[config.mk]
export PLATFORM = sky130hd
export DESIGN_NAME = vga_scanout_flat
export DESIGN_NICKNAME = d
export VERILOG_FILES = /design/src/rtl/vga_scanout_if.sv /design/src/rtl/vga_scanout.sv /design/src/flat_wrapper.sv
export SDC_FILE = /design/constraint.sdc
export NUM_CORES = 1
export LEC_CHECK = 0
export BUFFER_PORTS_ARGS = -buffer_cell sky130_fd_sc_hd__buf_2
export CORE_MARGIN = 3
export CORE_UTILIZATION = 49
export CTS_BUF_LIST = sky130_fd_sc_hd__clkbuf_4 sky130_fd_sc_hd__clkbuf_8
export DETAILED_ROUTE_END_ITERATION = 10
export GPL_TIMING_DRIVEN = 0
export PLACE_DENSITY_LB_ADDON = 0.2
export SYNTH_ARGS = -nofsm -noshare
export SYNTH_HDL_FRONTEND = slang
export SYNTH_SLANG_ARGS = --single-unit
export TNS_END_PERCENT = 5
[constraint.sdc]
create_clock -name Clk -period 2.2 [get_ports Clk]
set_input_delay 0.44 -clock Clk [delete_from_list [all_inputs] [get_ports Clk]]
set_output_delay 0.44 -clock Clk [all_outputs]
set_load 0.1 [all_outputs]
[src/rtl/vga_scanout_if.sv]
// vga_scanout_if: colour-map lookup and VGA DAC signals between the raster generator and the SoC/DAC side.
interface vga_scanout_if;
  logic [9:0] DrawX, DrawY;
  logic [7:0] cm_r, cm_g, cm_b;
  logic pattern_sel;
  logic [7:0] VGA_R, VGA_G, VGA_B;
  logic VGA_HS, VGA_VS, VGA_BLANK_N, VGA_SYNC_N, frame_start;
  modport master(
    output DrawX, DrawY, VGA_R, VGA_G, VGA_B, VGA_HS, VGA_VS, VGA_BLANK_N, VGA_SYNC_N, frame_start,
    input cm_r, cm_g, cm_b, pattern_sel
  );
  modport slave(
    input DrawX, DrawY, VGA_R, VGA_G, VGA_B, VGA_HS, VGA_VS, VGA_BLANK_N, VGA_SYNC_N, frame_start,
    output cm_r, cm_g, cm_b, pattern_sel
  );
endinterface

[src/rtl/vga_scanout.sv]
// vga_scanout: 640x480@60 raster counters, colour-map lookup addressing and delay-matched VGA output stage.
// Optional colour-bar test pattern enabled by defining VGA_TEST_PATTERN_EN.
module vga_scanout #(
  parameter int H_ACTIVE = 640,
  parameter int H_FP = 16,
  parameter int H_SYNC = 96,
  parameter int H_BP = 48,
  parameter int V_ACTIVE = 480,
  parameter int V_FP = 10,
  parameter int V_SYNC = 2,
  parameter int V_BP = 33,
  parameter int LUT_LATENCY = 2
) (
  input logic Clk,
  input logic Reset,
  vga_scanout_if.master vga
);
  localparam logic [9:0] H_LAST = 10'(H_ACTIVE + H_FP + H_SYNC + H_BP - 1);
  localparam logic [9:0] V_LAST = 10'(V_ACTIVE + V_FP + V_SYNC + V_BP - 1);
  localparam logic [9:0] H_ACT = 10'(H_ACTIVE);
  localparam logic [9:0] V_ACT = 10'(V_ACTIVE);
  localparam logic [9:0] HS_BEG = 10'(H_ACTIVE + H_FP);
  localparam logic [9:0] HS_END = 10'(H_ACTIVE + H_FP + H_SYNC);
  localparam logic [9:0] VS_BEG = 10'(V_ACTIVE + V_FP);
  localparam logic [9:0] VS_END = 10'(V_ACTIVE + V_FP + V_SYNC);
`ifdef VGA_TEST_PATTERN_EN
  localparam int W = 6;
`else
  localparam int W = 3;
`endif
  // delay-line word: {[bar,] hs, vs, active}; idle = syncs high, blanked
  localparam logic [W-1:0] IDLE = W'(3'b110);
  logic [9:0] hc, vc;
  logic raw_hs, raw_vs, raw_active;
  logic [W-1:0] raw, dl;
  logic [23:0] colour;
  always_ff @(posedge Clk)
    if (Reset) begin
      hc <= '0;
      vc <= '0;
    end else begin
      hc <= hc == H_LAST ? '0 : hc + 10'd1;
      vc <= hc != H_LAST ? vc : vc == V_LAST ? '0 : vc + 10'd1;
    end
  assign raw_hs = !(hc >= HS_BEG && hc < HS_END);
  assign raw_vs = !(vc >= VS_BEG && vc < VS_END);
  assign raw_active = hc < H_ACT && vc < V_ACT;
  assign vga.DrawX = hc;
  assign vga.DrawY = vc;
  assign vga.frame_start = !Reset && hc == '0 && vc == '0;
  assign vga.VGA_SYNC_N = 1'b0;
`ifdef VGA_TEST_PATTERN_EN
  assign raw = {hc[9:7], raw_hs, raw_vs, raw_active};
  assign colour = vga.pattern_sel ? {{8{dl[3]}}, {8{dl[4]}}, {8{dl[5]}}} : {vga.cm_r, vga.cm_g, vga.cm_b};
`else
  logic unused_pattern_sel;
  assign unused_pattern_sel = vga.pattern_sel;
  assign raw = {raw_hs, raw_vs, raw_active};
  assign colour = {vga.cm_r, vga.cm_g, vga.cm_b};
`endif
  generate
    if (LUT_LATENCY == 0) begin : g_direct
      assign dl = raw;
    end else begin : g_pipe
      logic [W-1:0] pipe [LUT_LATENCY];
      always_ff @(posedge Clk) begin
        pipe[0] <= Reset ? IDLE : raw;
        for (int i = 1; i < LUT_LATENCY; i++) pipe[i] <= Reset ? IDLE : pipe[i-1];
      end
      assign dl = pipe[LUT_LATENCY-1];
    end
  endgenerate
  always_ff @(posedge Clk)
    if (Reset) begin
      vga.VGA_HS <= 1'b1;
      vga.VGA_VS <= 1'b1;
      vga.VGA_BLANK_N <= 1'b0;
      {vga.VGA_R, vga.VGA_G, vga.VGA_B} <= '0;
    end else begin
      vga.VGA_HS <= dl[2];
      vga.VGA_VS <= dl[1];
      vga.VGA_BLANK_N <= dl[0];
      {vga.VGA_R, vga.VGA_G, vga.VGA_B} <= dl[0] ? colour : '0;
    end
endmodule

[src/flat_wrapper.sv]
// flat-port wrapper written by rule: the top's interface ports become plain ports
module vga_scanout_flat 
#(
  parameter int H_ACTIVE = 640,
  parameter int H_FP = 16,
  parameter int H_SYNC = 96,
  parameter int H_BP = 48,
  parameter int V_ACTIVE = 480,
  parameter int V_FP = 10,
  parameter int V_SYNC = 2,
  parameter int V_BP = 33,
  parameter int LUT_LATENCY = 2
)
  (Clk, Reset, vga_DrawX, vga_DrawY, vga_VGA_R, vga_VGA_G, vga_VGA_B, vga_VGA_HS, vga_VGA_VS, vga_VGA_BLANK_N, vga_VGA_SYNC_N, vga_frame_start, vga_cm_r, vga_cm_g, vga_cm_b, vga_pattern_sel);
  vga_scanout_if vga_i ();
  input logic Clk;
  input logic Reset;
  output wire logic [$bits(vga_i.DrawX)-1:0] vga_DrawX;
  output wire logic [$bits(vga_i.DrawY)-1:0] vga_DrawY;
  output wire logic [$bits(vga_i.VGA_R)-1:0] vga_VGA_R;
  output wire logic [$bits(vga_i.VGA_G)-1:0] vga_VGA_G;
  output wire logic [$bits(vga_i.VGA_B)-1:0] vga_VGA_B;
  output wire logic [$bits(vga_i.VGA_HS)-1:0] vga_VGA_HS;
  output wire logic [$bits(vga_i.VGA_VS)-1:0] vga_VGA_VS;
  output wire logic [$bits(vga_i.VGA_BLANK_N)-1:0] vga_VGA_BLANK_N;
  output wire logic [$bits(vga_i.VGA_SYNC_N)-1:0] vga_VGA_SYNC_N;
  output wire logic [$bits(vga_i.frame_start)-1:0] vga_frame_start;
  input wire logic [$bits(vga_i.cm_r)-1:0] vga_cm_r;
  input wire logic [$bits(vga_i.cm_g)-1:0] vga_cm_g;
  input wire logic [$bits(vga_i.cm_b)-1:0] vga_cm_b;
  input wire logic [$bits(vga_i.pattern_sel)-1:0] vga_pattern_sel;
  assign vga_DrawX = vga_i.DrawX;
  assign vga_DrawY = vga_i.DrawY;
  assign vga_VGA_R = vga_i.VGA_R;
  assign vga_VGA_G = vga_i.VGA_G;
  assign vga_VGA_B = vga_i.VGA_B;
  assign vga_VGA_HS = vga_i.VGA_HS;
  assign vga_VGA_VS = vga_i.VGA_VS;
  assign vga_VGA_BLANK_N = vga_i.VGA_BLANK_N;
  assign vga_VGA_SYNC_N = vga_i.VGA_SYNC_N;
  assign vga_frame_start = vga_i.frame_start;
  assign vga_i.cm_r = vga_cm_r;
  assign vga_i.cm_g = vga_cm_g;
  assign vga_i.cm_b = vga_cm_b;
  assign vga_i.pattern_sel = vga_pattern_sel;
  vga_scanout #(.H_ACTIVE(H_ACTIVE), .H_FP(H_FP), .H_SYNC(H_SYNC), .H_BP(H_BP), .V_ACTIVE(V_ACTIVE), .V_FP(V_FP), .V_SYNC(V_SYNC), .V_BP(V_BP), .LUT_LATENCY(LUT_LATENCY)) u_core (.Clk(Clk), .Reset(Reset), .vga(vga_i));
endmodule
; ---- Word level (Yosys, flattened, before mapping)
; Memories as Yosys holds them, arrays and structs flattened.
; Cells that the tools add are included.
[totals]
ff_bits = 47
ram_bits = 6
wordCells = 36
memories = 1
[mem_list]
columns = name, words, width, rd, rd_ports_with_merged_regs, wr, line
row1 = u_core.g_pipe.pipe, 2, 3, 2, 0, 2, vga_scanout.sv:65  ; logic [W-1:0] pipe [LUT_LATENCY];
[classes]
n_addsub = 2
magnitude_cmp = 6
eq_ne = 3
muxes = 3
bitwise = 1
reduce_logical = 12
[ops]
columns = operator, count
row1 = adder 10 x 1 -> 10 bit (second input constant), 2
row2 = == test 10 bit (second input constant), 2
row3 = logical NOT 10 bit, 2
row4 = < comparator 10 bit (second input constant), 2
row5 = < comparator 10 x 9 -> 1 bit (second input constant), 2
row6 = greater-or-equal comparator 10 bit (second input constant), 1
row7 = greater-or-equal comparator 10 x 9 -> 1 bit (second input constant), 1
row8 = two-way mux 10 bit, 1
row9 = != test 10 bit (second input constant), 1
row10 = two-way mux 3 bit, 2
row11 = logical AND 1 bit, 5
row12 = OR reduction 2 bit, 2
row13 = logical NOT 1 bit, 3
row14 = inverter 1 bit, 1

; ---- Logic depth before layout (Yosys ltp)
[depth]
ltp_word = 4
ltp_mapped = 6
mapped_depth_nobuf = 5

; ---- Least setup slack after synthesis
; No wires, ideal clock.
[synth_path]
path_type = register to output
from = register u_core.hc[8], in the netlist u_core.vga.DrawX[8]
to = output port vga_frame_start
arrival_ns = 4.256
required_time_ns = 1.760
setup_slack_ns = -2.496
path_stages_with_launch = 4
path_cell_list = dfxtp_1 > clkbuf_1 > or4_1 > nor4_1
[synth_between]
elab_chain_cells = 3
[synth_rtl]
columns = item, line
row1 = "start, declared", vga_scanout.sv:33  ; logic [9:0] hc, vc;
row2 = "start signal, assigned", vga_scanout.sv:42  ; hc <= hc == H_LAST ? '0 : hc + 10'd1;
row3 = logical NOT 10 bit, vga_scanout.sv:50  ; assign vga.frame_start = !Reset && hc == '0 && vc == '0;
row4 = logical AND 1 bit (2 in series), vga_scanout.sv:50
row5 = "end, declared", flat_wrapper.sv:27  ; output wire logic [$bits(vga_i.frame_start)-1:0] vga_frame_start;
; No other way between the ends.

; ---- Worst setup path after layout
; Ends and elaborated chain as after synthesis.

==> out/qor.csv <==
stage;metric;value;unit
global_route;overflow;0;
logic_synthesis;syn_inst;195;
layout;area_growth;32.1;%
worst_hold_path;hold_path.class;input port to flip-flop;
pwr;ir_worst_vdd;0.454;mV
logic_synthesis;synth_compound_area_share;2.23;%
clock_tree;h-tree-depth;2;
routing;met3_wirelength;312;microns
logic_synthesis;synth_top_family_by_area;simple AND/OR/NAND/NOR gates;
layout;layout_commonest_cell;buf_2;
clock_tree;clkSinkCount;53;
timing;setup-violations-final;0;
pwr;p_leak;1.16;nW
routing;drtIter0Drc;48;
critical_path;cp-end-kind;primary output;
place;globalplace.congestion;0.811;
critical_path;start_kind;flip-flop;
floorplanning;core.rowCount;22;
routing;postRouteAntennaNets;0;
routing;drcViolationCount;0;
run;cap_violations;0;
critical_path;arrival;1720;ps
timing;clock-skew-final;2.89;ps
layout;nets;306;
floorplanning;pin_count;76;
place;numPortBuffers;73;
routing;wl_per_cell;11.4;microns
routing;m1WireLength;1.58;mm
pwr;seqPwrFrac;55.7;%
place;placed_cells;316;
logic_synthesis;ys_seq_area_share;55.5;%
pwr;p_sw_share;28.4;%
global_route;antenna_found_initial;0;
layout;drive_gt1_share;42.4;%
logic_synthesis;avgSynthCellArea;9.80;sq um
global_route;grt_start_max_net_pins;17;
logic_synthesis;syn_nets;226;
timing;setup_tns;0;ps
critical_path;critPathSlowestCell;or4_4;
pwr;power.density;697;nW/um^2
logic_synthesis;yosys.area_share.simple;28.5;%
logic_synthesis;ys_seq_elements;53;
pwr;total_power;1.76;mW
place;dp_hpwl;2.69;mm
logic_synthesis;synth.mux.area_fraction;1.05;%
clock_tree;cts_tree;done;
floorplanning;die_area;4680;sq um
layout;fin_util;67.9;%
logic_synthesis;synth-xor-area-share;6.42;%
timing;finalHoldViolations;0;
pwr;p_int;1.26;mW
logic_synthesis;synth_fa_ha_area_share;2.62;%
timing;max_freq;464;MHz
floorplanning;fp.dieH;68.4;microns
clock_tree;clockRootBuffer;clkbuf_8;
routing;dr.pass1.iters;4;
timing;finalCritPeriodShare;98.1;%
routing;viasPerCell;4.80;
floorplanning;initial_core_util;51.4;%
floorplanning;core_area;3720;sq um
timing;fin_crit;2160;ps
logic_synthesis;yosys_warnings;0;
clock_tree;clockBufferDepth;2;
critical_path;crit_chain;clkbuf_8 > or4_4 > nor4_4 > buf_6;
layout;diodes;0;
routing;routed_wl;3.70;mm
timing;max_slew_margin;59.1;%
routing;num_vias;1556;
logic_synthesis;synth.distinct_cells;29;
critical_path;crit_fanout;8;
clock_tree;clk_latency;300;ps
critical_path;cpPeakStageDelay;430;ps
critical_path;cp_data_required_time;1760;ps
routing;highest_layer;met4;
place;dp_slack;-24.2;ps
layout;final_cell_mix;buf_2 (74), dfxtp_1 (34), and2_1 (24);
clock_tree;cts-buffers-inserted;5;
global_route;grt_pass1_wl;5.86;mm
pwr;p_sw;0.499;mW
pwr;power_frac_clock;31.0;%
timing;tightest_slew;608;ps
clock_tree;path_clk_slew;90;ps
routing;route.met2.wl;1.75;mm
logic_synthesis;netlist_area;1910;sq um
timing;final.setup.worst_slack;42.9;ps
layout;layout.cells.non_filler;324;
timing;finalMaxSlewViolations;0;
timing;rsz0062_at_grt;yes;
critical_path;critPathKind;flip-flop to primary output;
run_status;status;completed;
global_route;grt_pass1_vias;1301;
floorplanning;dieWidth;68.4;microns
global_route;grt_use_total;16.9;%
pwr;power_frac_comb;13.2;%
## logic make-up (layout without fill, tap and decap cells)
family / Yosys count / count (layout)
xor+xnor: 14 / 14
flops: 53 / 53
compound gates: 7 / 7
mux: 2 / 2
simple gates: 98 / 98
fa+ha+maj: 4 / 4
other cells: 1 / 1
buf+inv: 16 / 97
## worst max-delay path, delay by kind of cell (launching register included)
kind          cells  cell delay [ps]
buf+inv           2              410
simple gates      2              660
flops             1              350
## layer usage
layer | vias to the layer above | global-route usage (%)
met3 | 7 | 5.75
li1 | 806 | -
met4 | 0 | 6.70
met5 | - | 0
met2 | 62 | 28.2
met1 | 681 | 19.6
## power by group through the flow
stage | Sequential (mW) | Combinational [mW] | Clock (mW)
floorplan | 1.13 | 0.0576 | 0
global placement | 1.00 | 0.230 | 0
detailed placement | 1.00 | 0.231 | 0
CTS | 0.981 | 0.235 | 0.558
global route | 0.984 | 0.245 | 0.597
finish | 0.980 | 0.233 | 0.545
## cell usage after synthesis (all sizes together)
cell type / n / area [sq um]
dfxtp: 53 / 1060
and2: 24 / 150
nor2: 21 / 78.8
xnor2: 10 / 87.6
nand3: 8 / 40.0
inv: 7 / 26.3
nand4: 7 / 43.8
nor4: 7 / 43.8
clkbuf: 6 / 22.5
or2: 6 / 37.5
and3: 5 / 31.3
nand2: 5 / 18.8
ha: 4 / 50.1
nor2b: 4 / 25.0
nor3: 4 / 20.0
xor2: 4 / 35.0
a21oi: 3 / 15.0
buf: 3 / 17.5
or3: 3 / 18.8
mux2i: 2 / 20.0
o21ai: 2 / 10.0
or4: 2 / 18.8
a211oi: 1 / 7.51
a41o: 1 / 10.0
and4: 1 / 8.76
conb: 1 / 3.75
nor4b: 1 / 8.76
## sequential cells by signal, indices dropped and copies added, names as in the netlist
register                count
u_core.vga.VGA_B            8
u_core.vga.DrawY           10
u_core.vga.VGA_HS           1
u_core.vga.VGA_R            8
u_core.vga.VGA_G            8
u_core.vga.VGA_VS           1
u_core.vga.VGA_BLANK_N      1
u_core.vga.DrawX           10
u_core.g_pipe.pipe          6
## path summary, 6_finish.rpt
kind / end / cells after the start / slack, ps / start
setup / recovery: vga_frame_start / 4 / 40 / u_core.vga.DrawX[8]
hold / removal: u_core.vga.VGA_R[5] / 2 / 330 / vga_cm_r[5]
setup reg to reg: u_core.vga.DrawY[9] / 5 / 210 / u_core.vga.DrawX[5]
hold reg to reg: u_core.vga.VGA_HS / 1 / 420 / u_core.g_pipe.pipe[0][5]
## cell type report
| cell class | count | area (sq um) |
|---|---|---|
| clock inverters | 2 | 13.8 |
| well taps | 48 | 60.1 |
| plain buffers | 8 | 46.3 |
| fillers | 294 | 1190 |
| clock buffers | 6 | 76.3 |
| inverters | 7 | 26.3 |
| flip-flops and latches | 53 | 1100 |
| repair buffers | 74 | 379 |
| multi-input cells | 126 | 820 |
## metrics by stage
step	cell area [sq um]	hold slack, ps
3_5_place_dp	2410	393
6_report	2520	329
5_1_grt	2520	313
3_3_place_gp	2410	392
2_1_floorplan	1980	389
4_1_cts	2520	323
## what timing repair did
action,CTS,global route
gates cloned,0,0
gates resized for setup,5,0
hold buffers,0,0
pin swaps,0,2
setup buffers,0,1
setup endpoints to repair,9,12
Power figures use the tool's default switching activity.
